### src/rtl/macro_iter_ctrl5_if.sv
// rtl/macro_iter_ctrl5_if.sv - request, step and response handshake bundle for macro_iter_ctrl5
interface macro_iter_ctrl5_if;
    logic [1:0] req_valid;
    logic [1:0] req_ready;
    logic [4:0] req_cnt0;
    logic [4:0] req_cnt1;
    logic       abort;
    logic       step_valid;
    logic       step_ready;
    logic [4:0] step_idx;
    logic       step_last;
    logic       step_id;
    logic       resp_valid;
    logic       resp_ready;
    logic       resp_id;
    logic       resp_abort;

    modport slave (
        input  req_valid, req_cnt0, req_cnt1, abort, step_ready, resp_ready,
        output req_ready, step_valid, step_idx, step_last, step_id,
               resp_valid, resp_id, resp_abort
    );

    modport master (
        output req_valid, req_cnt0, req_cnt1, abort, step_ready, resp_ready,
        input  req_ready, step_valid, step_idx, step_last, step_id,
               resp_valid, resp_id, resp_abort
    );
endinterface

### src/rtl/macro_iter_ctrl5.sv
// rtl/macro_iter_ctrl5.sv - two-requester round-robin iteration sequencer; MACRO_ITER_CTRL5_STALL_CNT_EN adds stall_cnt
module macro_rom_decr5 (
    input  logic [4:0] d,
    output logic [4:0] q,
    output logic       c
);
    assign {c, q} = {1'b0, d} - 6'd1;
endmodule

module macro_iter_ctrl5 (
    input  logic               clk,
    input  logic               reset,
    macro_iter_ctrl5_if.slave  bus
`ifdef MACRO_ITER_CTRL5_STALL_CNT_EN
    ,
    output logic [7:0]         stall_cnt
`endif
);
    typedef enum logic [1:0] {IDLE, RUN, RESP} state_e;

    state_e     state_q, state_d;
    logic [4:0] rem_q, rem_d;
    logic       owner_q, owner_d;
    logic       abt_q, abt_d;
    logic       rr_q, rr_d;
    logic [1:0] gnt;
    logic [4:0] rom_q;
    logic       rom_c;

`ifdef MACRO_ITER_CTRL5_STALL_CNT_EN
    logic [7:0] stall_q, stall_d;
    assign stall_cnt = stall_q;
`endif

    macro_rom_decr5 u_rom (
        .d (rem_q),
        .q (rom_q),
        .c (rom_c)
    );

    always_comb begin
        state_d        = state_q;
        rem_d          = rem_q;
        owner_d        = owner_q;
        abt_d          = abt_q;
        rr_d           = rr_q;
        gnt            = 2'b00;
        bus.req_ready  = 2'b00;
        bus.step_valid = 1'b0;
        bus.step_idx   = 5'd0;
        bus.step_last  = 1'b0;
        bus.step_id    = 1'b0;
        bus.resp_valid = 1'b0;
        bus.resp_id    = 1'b0;
        bus.resp_abort = 1'b0;
`ifdef MACRO_ITER_CTRL5_STALL_CNT_EN
        stall_d        = stall_q;
`endif
        case (state_q)
            IDLE: begin
                if (bus.req_valid == 2'b11) gnt = rr_q ? 2'b10 : 2'b01;
                else                        gnt = bus.req_valid;
                // keep outputs quiet while reset is held, even with requests pending
                bus.req_ready = gnt & {2{~reset}};
                if (gnt != 2'b00) begin
                    state_d = RUN;
                    rem_d   = gnt[1] ? bus.req_cnt1 : bus.req_cnt0;
                    owner_d = gnt[1];
                    abt_d   = 1'b0;
                    rr_d    = ~gnt[1];
`ifdef MACRO_ITER_CTRL5_STALL_CNT_EN
                    stall_d = 8'd0;
`endif
                end
            end
            RUN: begin
                bus.step_valid = ~bus.abort;
                bus.step_idx   = rem_q;
                bus.step_last  = rom_c;
                bus.step_id    = owner_q;
                if (bus.abort) begin
                    state_d = RESP;
                    abt_d   = 1'b1;
                end else if (bus.step_ready) begin
                    // the borrow case always leaves RUN, so rem never wraps
                    if (rom_c) state_d = RESP;
                    else       rem_d   = rom_q;
                end
`ifdef MACRO_ITER_CTRL5_STALL_CNT_EN
                if (!bus.abort && !bus.step_ready && stall_q != 8'hff)
                    stall_d = stall_q + 8'd1;
`endif
            end
            RESP: begin
                bus.resp_valid = 1'b1;
                bus.resp_id    = owner_q;
                bus.resp_abort = abt_q;
                if (bus.resp_ready) state_d = IDLE;
            end
            default: state_d = IDLE;
        endcase
    end

    always_ff @(posedge clk or posedge reset) begin
        if (reset) begin
            state_q <= IDLE;
            rem_q   <= 5'd0;
            owner_q <= 1'b0;
            abt_q   <= 1'b0;
            rr_q    <= 1'b0;
`ifdef MACRO_ITER_CTRL5_STALL_CNT_EN
            stall_q <= 8'd0;
`endif
        end else begin
            state_q <= state_d;
            rem_q   <= rem_d;
            owner_q <= owner_d;
            abt_q   <= abt_d;
            rr_q    <= rr_d;
`ifdef MACRO_ITER_CTRL5_STALL_CNT_EN
            stall_q <= stall_d;
`endif
        end
    end
endmodule

### src/flat_wrapper.sv
// flat-port wrapper written by rule: the top's interface ports become plain ports
module macro_iter_ctrl5_flat 
  (clk, reset, bus_req_valid, bus_req_cnt0, bus_req_cnt1, bus_abort, bus_step_ready, bus_resp_ready, bus_req_ready, bus_step_valid, bus_step_idx, bus_step_last, bus_step_id, bus_resp_valid, bus_resp_id, bus_resp_abort);
  macro_iter_ctrl5_if bus_i ();
  input  logic clk;
  input  logic reset;
  input wire logic [$bits(bus_i.req_valid)-1:0] bus_req_valid;
  input wire logic [$bits(bus_i.req_cnt0)-1:0] bus_req_cnt0;
  input wire logic [$bits(bus_i.req_cnt1)-1:0] bus_req_cnt1;
  input wire logic [$bits(bus_i.abort)-1:0] bus_abort;
  input wire logic [$bits(bus_i.step_ready)-1:0] bus_step_ready;
  input wire logic [$bits(bus_i.resp_ready)-1:0] bus_resp_ready;
  output wire logic [$bits(bus_i.req_ready)-1:0] bus_req_ready;
  output wire logic [$bits(bus_i.step_valid)-1:0] bus_step_valid;
  output wire logic [$bits(bus_i.step_idx)-1:0] bus_step_idx;
  output wire logic [$bits(bus_i.step_last)-1:0] bus_step_last;
  output wire logic [$bits(bus_i.step_id)-1:0] bus_step_id;
  output wire logic [$bits(bus_i.resp_valid)-1:0] bus_resp_valid;
  output wire logic [$bits(bus_i.resp_id)-1:0] bus_resp_id;
  output wire logic [$bits(bus_i.resp_abort)-1:0] bus_resp_abort;
  assign bus_i.req_valid = bus_req_valid;
  assign bus_i.req_cnt0 = bus_req_cnt0;
  assign bus_i.req_cnt1 = bus_req_cnt1;
  assign bus_i.abort = bus_abort;
  assign bus_i.step_ready = bus_step_ready;
  assign bus_i.resp_ready = bus_resp_ready;
  assign bus_req_ready = bus_i.req_ready;
  assign bus_step_valid = bus_i.step_valid;
  assign bus_step_idx = bus_i.step_idx;
  assign bus_step_last = bus_i.step_last;
  assign bus_step_id = bus_i.step_id;
  assign bus_resp_valid = bus_i.resp_valid;
  assign bus_resp_id = bus_i.resp_id;
  assign bus_resp_abort = bus_i.resp_abort;
  macro_iter_ctrl5 u_core (.clk(clk), .reset(reset), .bus(bus_i));
endmodule
### config.mk
export PLATFORM = sky130hd
export DESIGN_NAME = macro_iter_ctrl5_flat
export DESIGN_NICKNAME = d
export VERILOG_FILES = /design/src/rtl/macro_iter_ctrl5_if.sv /design/src/rtl/macro_iter_ctrl5.sv /design/src/flat_wrapper.sv
export SDC_FILE = /design/constraint.sdc
export NUM_CORES = 1
export LEC_CHECK = 0
export BUFFER_PORTS_ARGS = -buffer_cell sky130_fd_sc_hd__buf_2
export CORE_UTILIZATION = 44
export CTS_BUF_LIST = sky130_fd_sc_hd__clkbuf_2 sky130_fd_sc_hd__clkbuf_4 sky130_fd_sc_hd__clkbuf_8
export DETAILED_ROUTE_END_ITERATION = 7
export GPL_ROUTABILITY_DRIVEN = 0
export PLACE_DENSITY = 0.8
export SETUP_SLACK_MARGIN = 0.3
export SLEW_MARGIN = 10
export SYNTH_ARGS = -nofsm -noshare
export SYNTH_HDL_FRONTEND = slang
export SYNTH_SLANG_ARGS = --single-unit
### constraint.sdc
create_clock -name clk -period 1.4 [get_ports clk]
set_input_delay 0.28 -clock clk [delete_from_list [all_inputs] [get_ports clk]]
set_output_delay 0.28 -clock clk [all_outputs]
set_load 0.05 [all_outputs]
==> impl_metrics.toml, run 1 <==
[floorplan]
dieHeight_um = 43.5
ios = 30
rows = 14
die_w_um = 43.5
initial_core_util_pct = 48.6

[yosys]
synthArstFlopShare_pct = 100
postSynthCellCount = 89
synth.area.top_cells = "dfrtp_1, nor2_1, and2_1"
synth_area_um2 = 757
synth_top_area_share_pct = 33.1
yosysSeqAreaShare_pct = 33.1
syn_nets = 107
yosysMostFrequentCell = "nor2_1"
yosysWarningCount = 0
synth_edf_count = 0
yosysUniqueCellTypes = 35
ys_ff_latch = 10
post-synth-top-area-cell = "dfrtp_1"
synthTopCellsByCount = "nor2_1, dfrtp_1, and2_1"
synth.avg_cell_area_um2 = 8.51
ys_dominant_reg_cell = "dfrtp_1"

[cts]
clk_path_buf_depth = 2
htreeDepth = 1
cts_buffers = 3
holdBufCountCts = 0
clkSinkCount = 10
clock-root-buffer = "clkbuf_4"

[timing]
worstEpCategory = "top-level output"
grt-worst-endpoint = "bus_step_last"

[place]
port_buffers = 29
dp_hpwl_um = 1620
dp_cells = 150

[run_status]
tool.error = "[ERROR DPL-0038] Utilization greater than 100%, impossible to legalize"
outcome = "aborted with a tool error"
stop_stage = "5_1_grt"

[global_route]
grt_max_degree = 12
[what timing repair did]
action / 4_1_cts
pin swaps: 12
hold endpoints to repair: 0
buffers inserted: 10
setup endpoints to repair: 22
gates resized for setup: 56
[kinds of logic after synthesis]
family	count (synthesis)	share of synthesized area, %
flops	10	33.1
simple gates	43	33.1
compound gates	27	27.9
buf+inv	8	4.30
fa+ha+maj	1	1.65
[metrics by stage]
step	setup WS (ps)	setup TNS [ps]	cell area, µm²
4_1_cts	-424	-3420	1450
3_5_place_dp	-230	-1280	1140
3_3_place_gp	-183	-905	1140
2_1_floorplan	-478	-2310	848
==> run 2: changes to the inputs <==
--- a/config.mk
+++ b/config.mk
@@ -6,12 +6,11 @@
 export NUM_CORES = 1
 export LEC_CHECK = 0
 export BUFFER_PORTS_ARGS = -buffer_cell sky130_fd_sc_hd__buf_2
-export CORE_UTILIZATION = 44
-export CTS_BUF_LIST = sky130_fd_sc_hd__clkbuf_2 sky130_fd_sc_hd__clkbuf_4 sky130_fd_sc_hd__clkbuf_8
+export CORE_AREA = 2 2 63 65
 export DETAILED_ROUTE_END_ITERATION = 7
+export DIE_AREA = 0 0 65 67
 export GPL_ROUTABILITY_DRIVEN = 0
-export PLACE_DENSITY = 0.8
-export SETUP_SLACK_MARGIN = 0.3
+export PLACE_DENSITY_LB_ADDON = 0.15
 export SLEW_MARGIN = 10
 export SYNTH_ARGS = -nofsm -noshare
 export SYNTH_HDL_FRONTEND = slang
==> constraint.sdc (replaced) <==
create_clock -name clk -period 1.82 [get_ports clk]
set_input_delay 0.364 -clock clk [delete_from_list [all_inputs] [get_ports clk]]
set_output_delay 0.364 -clock clk [all_outputs]
set_load 0.05 [all_outputs]
==> run 2 against run 1 <==
The flow now finishes, with violations (setup timing). Synthesized cell count stayed put. Area after synthesis stayed put.
==> impl_metrics.toml, run 2 <==
[run_status]
outcome = "finished with violations"
failed_checks = "setup timing"

[place]
port_buffers = 29
dp_hpwl_um = 1790

[finish]
final_nets = 147
largest_register = "u_core.rem_q"
top_regs = "u_core.rem_q: 5 flops, u_core.state_q: 2 flops"
final_common_cell = "buf_2"
final_cell_mix = "buf_2, nor2_1, dfrtp_1"
drive_above_1_share_pct = 41.4
area_growth_pct = 44.0
largest_register_ffs = 5
n_antenna_cell = 0

[floorplan]
dieArea_mm2 = 0.00436
dieHeight_um = 67
rows = 22
ios = 30
core_mm2 = 0.00361
initial_core_util_pct = 21.0
die_w_um = 65

[worst_setup_path]
critPathArrivalTime_ps = 1530
cp_data_required_time_ps = 1460
cpMaxStageDelayCell = "or4_4"
r2r_slack_ps = 180
crit_path_end_kind = "output pin"
worstSetupPathType = "reg -> out"
crit_family = "simple AND/OR/NAND/NOR gates"
path_cells = "or4_4, nor3_4, buf_6"
crit_fanout = 4
max_stage_delay_ps = 560
critPathBufInv = 1
cp-start-kind = "flop"

[power_and_ir_drop]
worst_ir_drop_vdd_v = 0.000590
power_density_mw_per_mm2 = 1920
leakagePower_nw = 0.530

[timing]
rsz0062_at_grt = "yes"
setup_tns_ps = -78.0
whs_ps = 190
fin_crit_sh_pct = 104
finalSetupViolations = 1
skew_ps = 5.05
worst_slew_pin_slew_ps = 307
setup_ws_ps = -78.0
slew-limit-headroom_pct = 79.4
drv_slew = 0
min_period_ps = 1900
hold_viol_final = 0
fmax_mhz = 527

[flow_run]
drv.max_cap_violation_count = 0

[detailed_routing]
antenna_left = 0
drcViolationCount = 0
vias = 782
routedWlPerCell_um = 12.7
firstDrtPassIters = 4
routed_wirelength_um = 2230
drtIter0Drc = 17
viasPerCell = 4.44

[yosys]
synth_edf_count = 0
ys_ff_latch = 10
synth_area_um2 = 757
yosysUniqueCellTypes = 35
synth.area.top_cells = "dfrtp_1, nor2_1, and2_1"
yosysMostFrequentCell = "nor2_1"
ys_dominant_reg_cell = "dfrtp_1"
post-synth-top-area-cell = "dfrtp_1"
yosysSeqAreaShare_pct = 33.1
synthArstFlopShare_pct = 100
synth.avg_cell_area_um2 = 8.51
synthTopCellsByCount = "nor2_1, dfrtp_1, and2_1"
postSynthCellCount = 89
yosysWarningCount = 0
syn_nets = 107
synth_top_area_share_pct = 33.1

[global_route]
antenna_found_initial = 0
overflow = 0
grt_pass1_wl_um = 3550
grt_usage_pct = 11.1
grt_max_degree = 10
grt_pass1_vias = 740

[cts]
clk_path_buf_depth = 2
htreeDepth = 1
clk_pin_slew_worst_paths_ps = 60
cts_tree = "done"
clock-root-buffer = "clkbuf_8"
clock_latency_ps = 240
clkSinkCount = 10
post_cts_buffers = 0
cts_buffers = 3

[hold_path]
hold_class = "in -> async"
run 2: cell counts after synthesis:
Identical to the previous run, type by type.
run 2: worst paths after layout:
kind / startpoint / end / cells after the start
min in group clk: bus_req_valid[1] / u_core.rr_q / 2
worst max-delay path: u_core.rem_q[1] / bus_step_last / 3
worst min register to register: u_core.rr_q / u_core.rr_q / 1
max in group asynchronous: reset / u_core.rr_q / 3
worst max register to register: u_core.rem_q[1] / u_core.rem_q[2] / 5
worst min-delay path: reset / u_core.rem_q[2] / 3
run 2: power by group:
part / total (mW) / switching, mW / internal (mW)
Clock: 0.292 / 0.101 / 0.191
Sequential: 0.470 / 0.128 / 0.341
Combinational: 1.33 / 0.841 / 0.493
Total: 2.10 / 1.07 / 1.03
run 2: through the flow:
stage	worst slack [ps]	std cells	utilization, %	area, µm²	power, mW
2_1_floorplan	-57.9	89	-	759	1.44
3_3_place_gp	118	171	28.0	1010	1.80
3_5_place_dp	99.0	171	28.0	1010	1.79
4_1_cts	-92.6	176	30.1	1090	2.11
5_1_grt	-144	176	30.2	1090	2.25
6_report	-78.0	176	30.2	1090	2.10
run 2: final cells by class:
class / count / area (µm²)
clock buffer: 4 / 55.1
fill: 393 / 2520
inverter: 5 / 18.8
multi-input combinational: 71 / 483
sequential: 10 / 251
tap: 48 / 60.1
timing repair buffer: 38 / 221
run 2: cell families (layout without fill, tap and decap cells):
logic type | after synthesis | after routing | share of synthesized area (%)
AOI/OAI and AO/OA | 27 | 27 | 27.9
and+or+nand+nor | 43 | 43 | 33.1
DFF | 10 | 10 | 33.1
buffers and inverters | 8 | 47 | 4.30
adders and majority gates | 1 | 1 | 1.65
run 2: repair_timing:
| action | CTS | global route |
|---|---|---|
| hold buffers | 1 | 0 |
| resized for setup | 4 | 2 |
| setup endpoints to repair | 7 | 10 |
| endpoints found under the hold margin | 1 | 0 |
| pin swaps | 0 | 0 |
run 2: per-layer routing:
layer	vias up	track usage [%]	wire length, µm
met5	-	0	0
met4	0	3.99	17
met3	4	3.38	119
met2	24	18.8	1070
met1	345	13.2	1020
li1	409	-	-
run 2: worst min-delay path: cells and delay by family:
family	cells	cell delay [ps]
buf+inv	3	420
No activity file was read; power rests on OpenSTA's default activity.
==> run 3: changes to the inputs <==
--- a/config.mk
+++ b/config.mk
@@ -5,6 +5,7 @@
 export SDC_FILE = /design/constraint.sdc
 export NUM_CORES = 1
 export LEC_CHECK = 0
+export ABC_AREA = 1
 export BUFFER_PORTS_ARGS = -buffer_cell sky130_fd_sc_hd__buf_2
 export CORE_AREA = 2 2 63 65
 export DETAILED_ROUTE_END_ITERATION = 7
==> constraint.sdc (replaced) <==
create_clock -name clk -period 2.05 [get_ports clk]
set_input_delay 0.41 -clock clk [delete_from_list [all_inputs] [get_ports clk]]
set_output_delay 0.41 -clock clk [all_outputs]
set_load 0.05 [all_outputs]
==> run 3 against run 2 <==
The flow now finishes without violations. Count of clock-buffer cells in the layout down 1. Largest cell class unchanged. Cell count rose by 17%. Largest power group unchanged. Setup slack better by 270 ps.
==> impl_metrics.toml, run 3 <==
[place]
port_buffers = 29
dp_hpwl_um = 1780
place_ws_ps = 427
dpl-instance-area_mm2 = 0.00100

[finish]
drive_above_1_share_pct = 32.3
largest_register_ffs = 5
n_antenna_cell = 0
utilization_pct = 29.0
fill_cells = 407
final_cell_mix = "nand2_1, buf_2, inv_1"
fin_area_mm2 = 0.00105
top_regs = "u_core.rem_q: 5 flops, u_core.state_q: 2 flops"
final_common_cell = "nand2_1"
area_growth_pct = 30.8
final_nets = 178
largest_register = "u_core.rem_q"

[hold_path]
hold_class = "in -> async"

[floorplan]
initial_core_util_pct = 22.2
core_mm2 = 0.00361
rows = 22
dieHeight_um = 67
dieArea_mm2 = 0.00436
die_w_um = 65
ios = 30

[worst_setup_path]
cp-start-kind = "flop"
crit_path_end_kind = "output pin"
timing.rr.start = "u_core.state_q[0]"
max_stage_delay_ps = 390
worstRegToRegCells = 7
cp_data_required_time_ps = 1640
reg2reg_to = "u_core.rem_q[3]"
crit_fanout = 10
critPathArrivalTime_ps = 1440
worstSetupPathType = "reg -> out"
critPathBufInv = 2
path_cells = "inv_2, nand2_1, nor3_2, buf_2"
cpMaxStageDelayCell = "dfrtp_1"
r2r_slack_ps = 510
crit_family = "simple AND/OR/NAND/NOR gates"

[detailed_routing]
drcViolationCount = 0
vias = 842
antenna_left = 0
viasPerCell = 4.09
routed_wirelength_um = 2160
routedWlPerCell_um = 10.5
drtIter0Drc = 15
firstDrtPassIters = 4

[yosys]
postSynthCellCount = 127
synth_area_um2 = 800
ys_dominant_reg_cell = "dfrtp_1"
synthArstFlopShare_pct = 100
ys_ff_latch = 10
synth_edf_count = 0
yosysSeqAreaShare_pct = 31.3
syn_nets = 145
post-synth-top-area-cell = "dfrtp_1"
synthTopCellsByCount = "nand2_1, inv_1, nor2_1"
yosysWarningCount = 0
yosysUniqueCellTypes = 21
synth.area.top_cells = "dfrtp_1, nand2_1, inv_1"
synth.avg_cell_area_um2 = 6.30
synth_top_area_share_pct = 31.3
yosysMostFrequentCell = "nand2_1"

[cts]
post_cts_buffers = 0
clock_latency_ps = 240
clk_pin_slew_worst_paths_ps = 50
cts_buffers = 3
clk_path_buf_depth = 2
holdBufCountCts = 0
clock-root-buffer = "clkbuf_8"
htreeDepth = 1
clkSinkCount = 10
cts_tree = "done"
postCtsResizedCells = 0

[timing]
slew-limit-headroom_pct = 72.5
fin_crit_sh_pct = 90.5
fmax_mhz = 539
setup_tns_ps = 0
setup_ws_ps = 195
worst_slew_pin_slew_ps = 411
min_period_ps = 1850
hold_viol_final = 0
finalSetupViolations = 0
skew_ps = 1.87
rsz0062_at_grt = "no"
drv_slew = 0

[power_and_ir_drop]
power_density_mw_per_mm2 = 1590
leakagePower_nw = 0.606
worst_ir_drop_vdd_v = 0.000295

[global_route]
overflow = 0
antenna_found_initial = 0
grt_usage_pct = 11.4
grt_pass1_vias = 848
grt_pass1_wl_um = 3770
grt_max_degree = 12

[run_status]
outcome = "finished clean"

[flow_run]
drv.max_cap_violation_count = 0
[run 3: cell types whose count changed after synthesis, sizes merged, moves of 5 or more]
cell,delta
and3,-5
inv,+14
and2,-8
nor2,+9
nand3,+11
nand2,+43
a211oi,-5
[run 3: layout make-up]
| cell class | instances | area [µm²] | share of cell area [%] |
|---|---|---|---|
| inverters | 19 | 71.3 | 6.82 |
| multi-input cells | 95 | 463 | 44.3 |
| flip-flops and latches | 10 | 250 | 23.9 |
| repair buffers | 31 | 160 | 15.3 |
| clock buffers | 3 | 41.3 | 3.95 |
| well taps | 48 | 60.1 | 5.74 |
[run 3: worst max path at each step]
stage                      start              to  slack, ps  cells after the start
2_1_floorplan  u_core.state_q[0]  bus_resp_abort        -40                      3
3_3_place_gp   u_core.state_q[1]   bus_step_last        480                      4
3_5_place_dp   u_core.state_q[1]   bus_step_last        430                      4
4_1_cts        u_core.state_q[1]   bus_step_last        170                      4
5_1_grt        u_core.state_q[1]   bus_step_last         90                      4
6_report       u_core.state_q[1]   bus_step_last        200                      4
[run 3: logic make-up (layout without fill, tap and decap cells)]
family	after synthesis	in the layout	share of synthesized area [%]
buf+inv	22	53	12.7
xor+xnor	1	1	1.10
flops	10	10	31.3
fa+ha+maj	1	1	1.56
compound gates	8	8	5.95
simple gates	85	85	47.4
[run 3: worst reg2reg max path, delay by kind of cell, from the launching register on]
kind | cells | cell delay [ps]
DFF | 1 | 400
and+or+nand+nor | 6 | 780
buffers and inverters | 1 | 260
[run 3: routing by layer]
metal	vias up	part of all wire (%)	track usage [%]
met5	-	0	0
met4	0	1.8	6.38
met3	4	3.4	1.52
met2	22	45	18.2
met1	363	50	14.9
li1	453	-	-
[run 3: report_power, final]
part / leakage, nW / internal [mW] / switching, mW
Clock: 0.0216 / 0.129 / 0.0792
Combinational: 0.462 / 0.310 / 0.774
Sequential: 0.122 / 0.296 / 0.0781
Total: 0.606 / 0.736 / 0.931
[run 3: stage by stage]
stage | total power [mW] | hold WS [ps] | std cells
3_5_place_dp | 1.48 | 452 | 203
6_report | 1.67 | 192 | 206
4_1_cts | 1.69 | 200 | 206
5_1_grt | 1.85 | 228 | 206
2_1_floorplan | 1.26 | 259 | 127
3_3_place_gp | 1.48 | 448 | 203
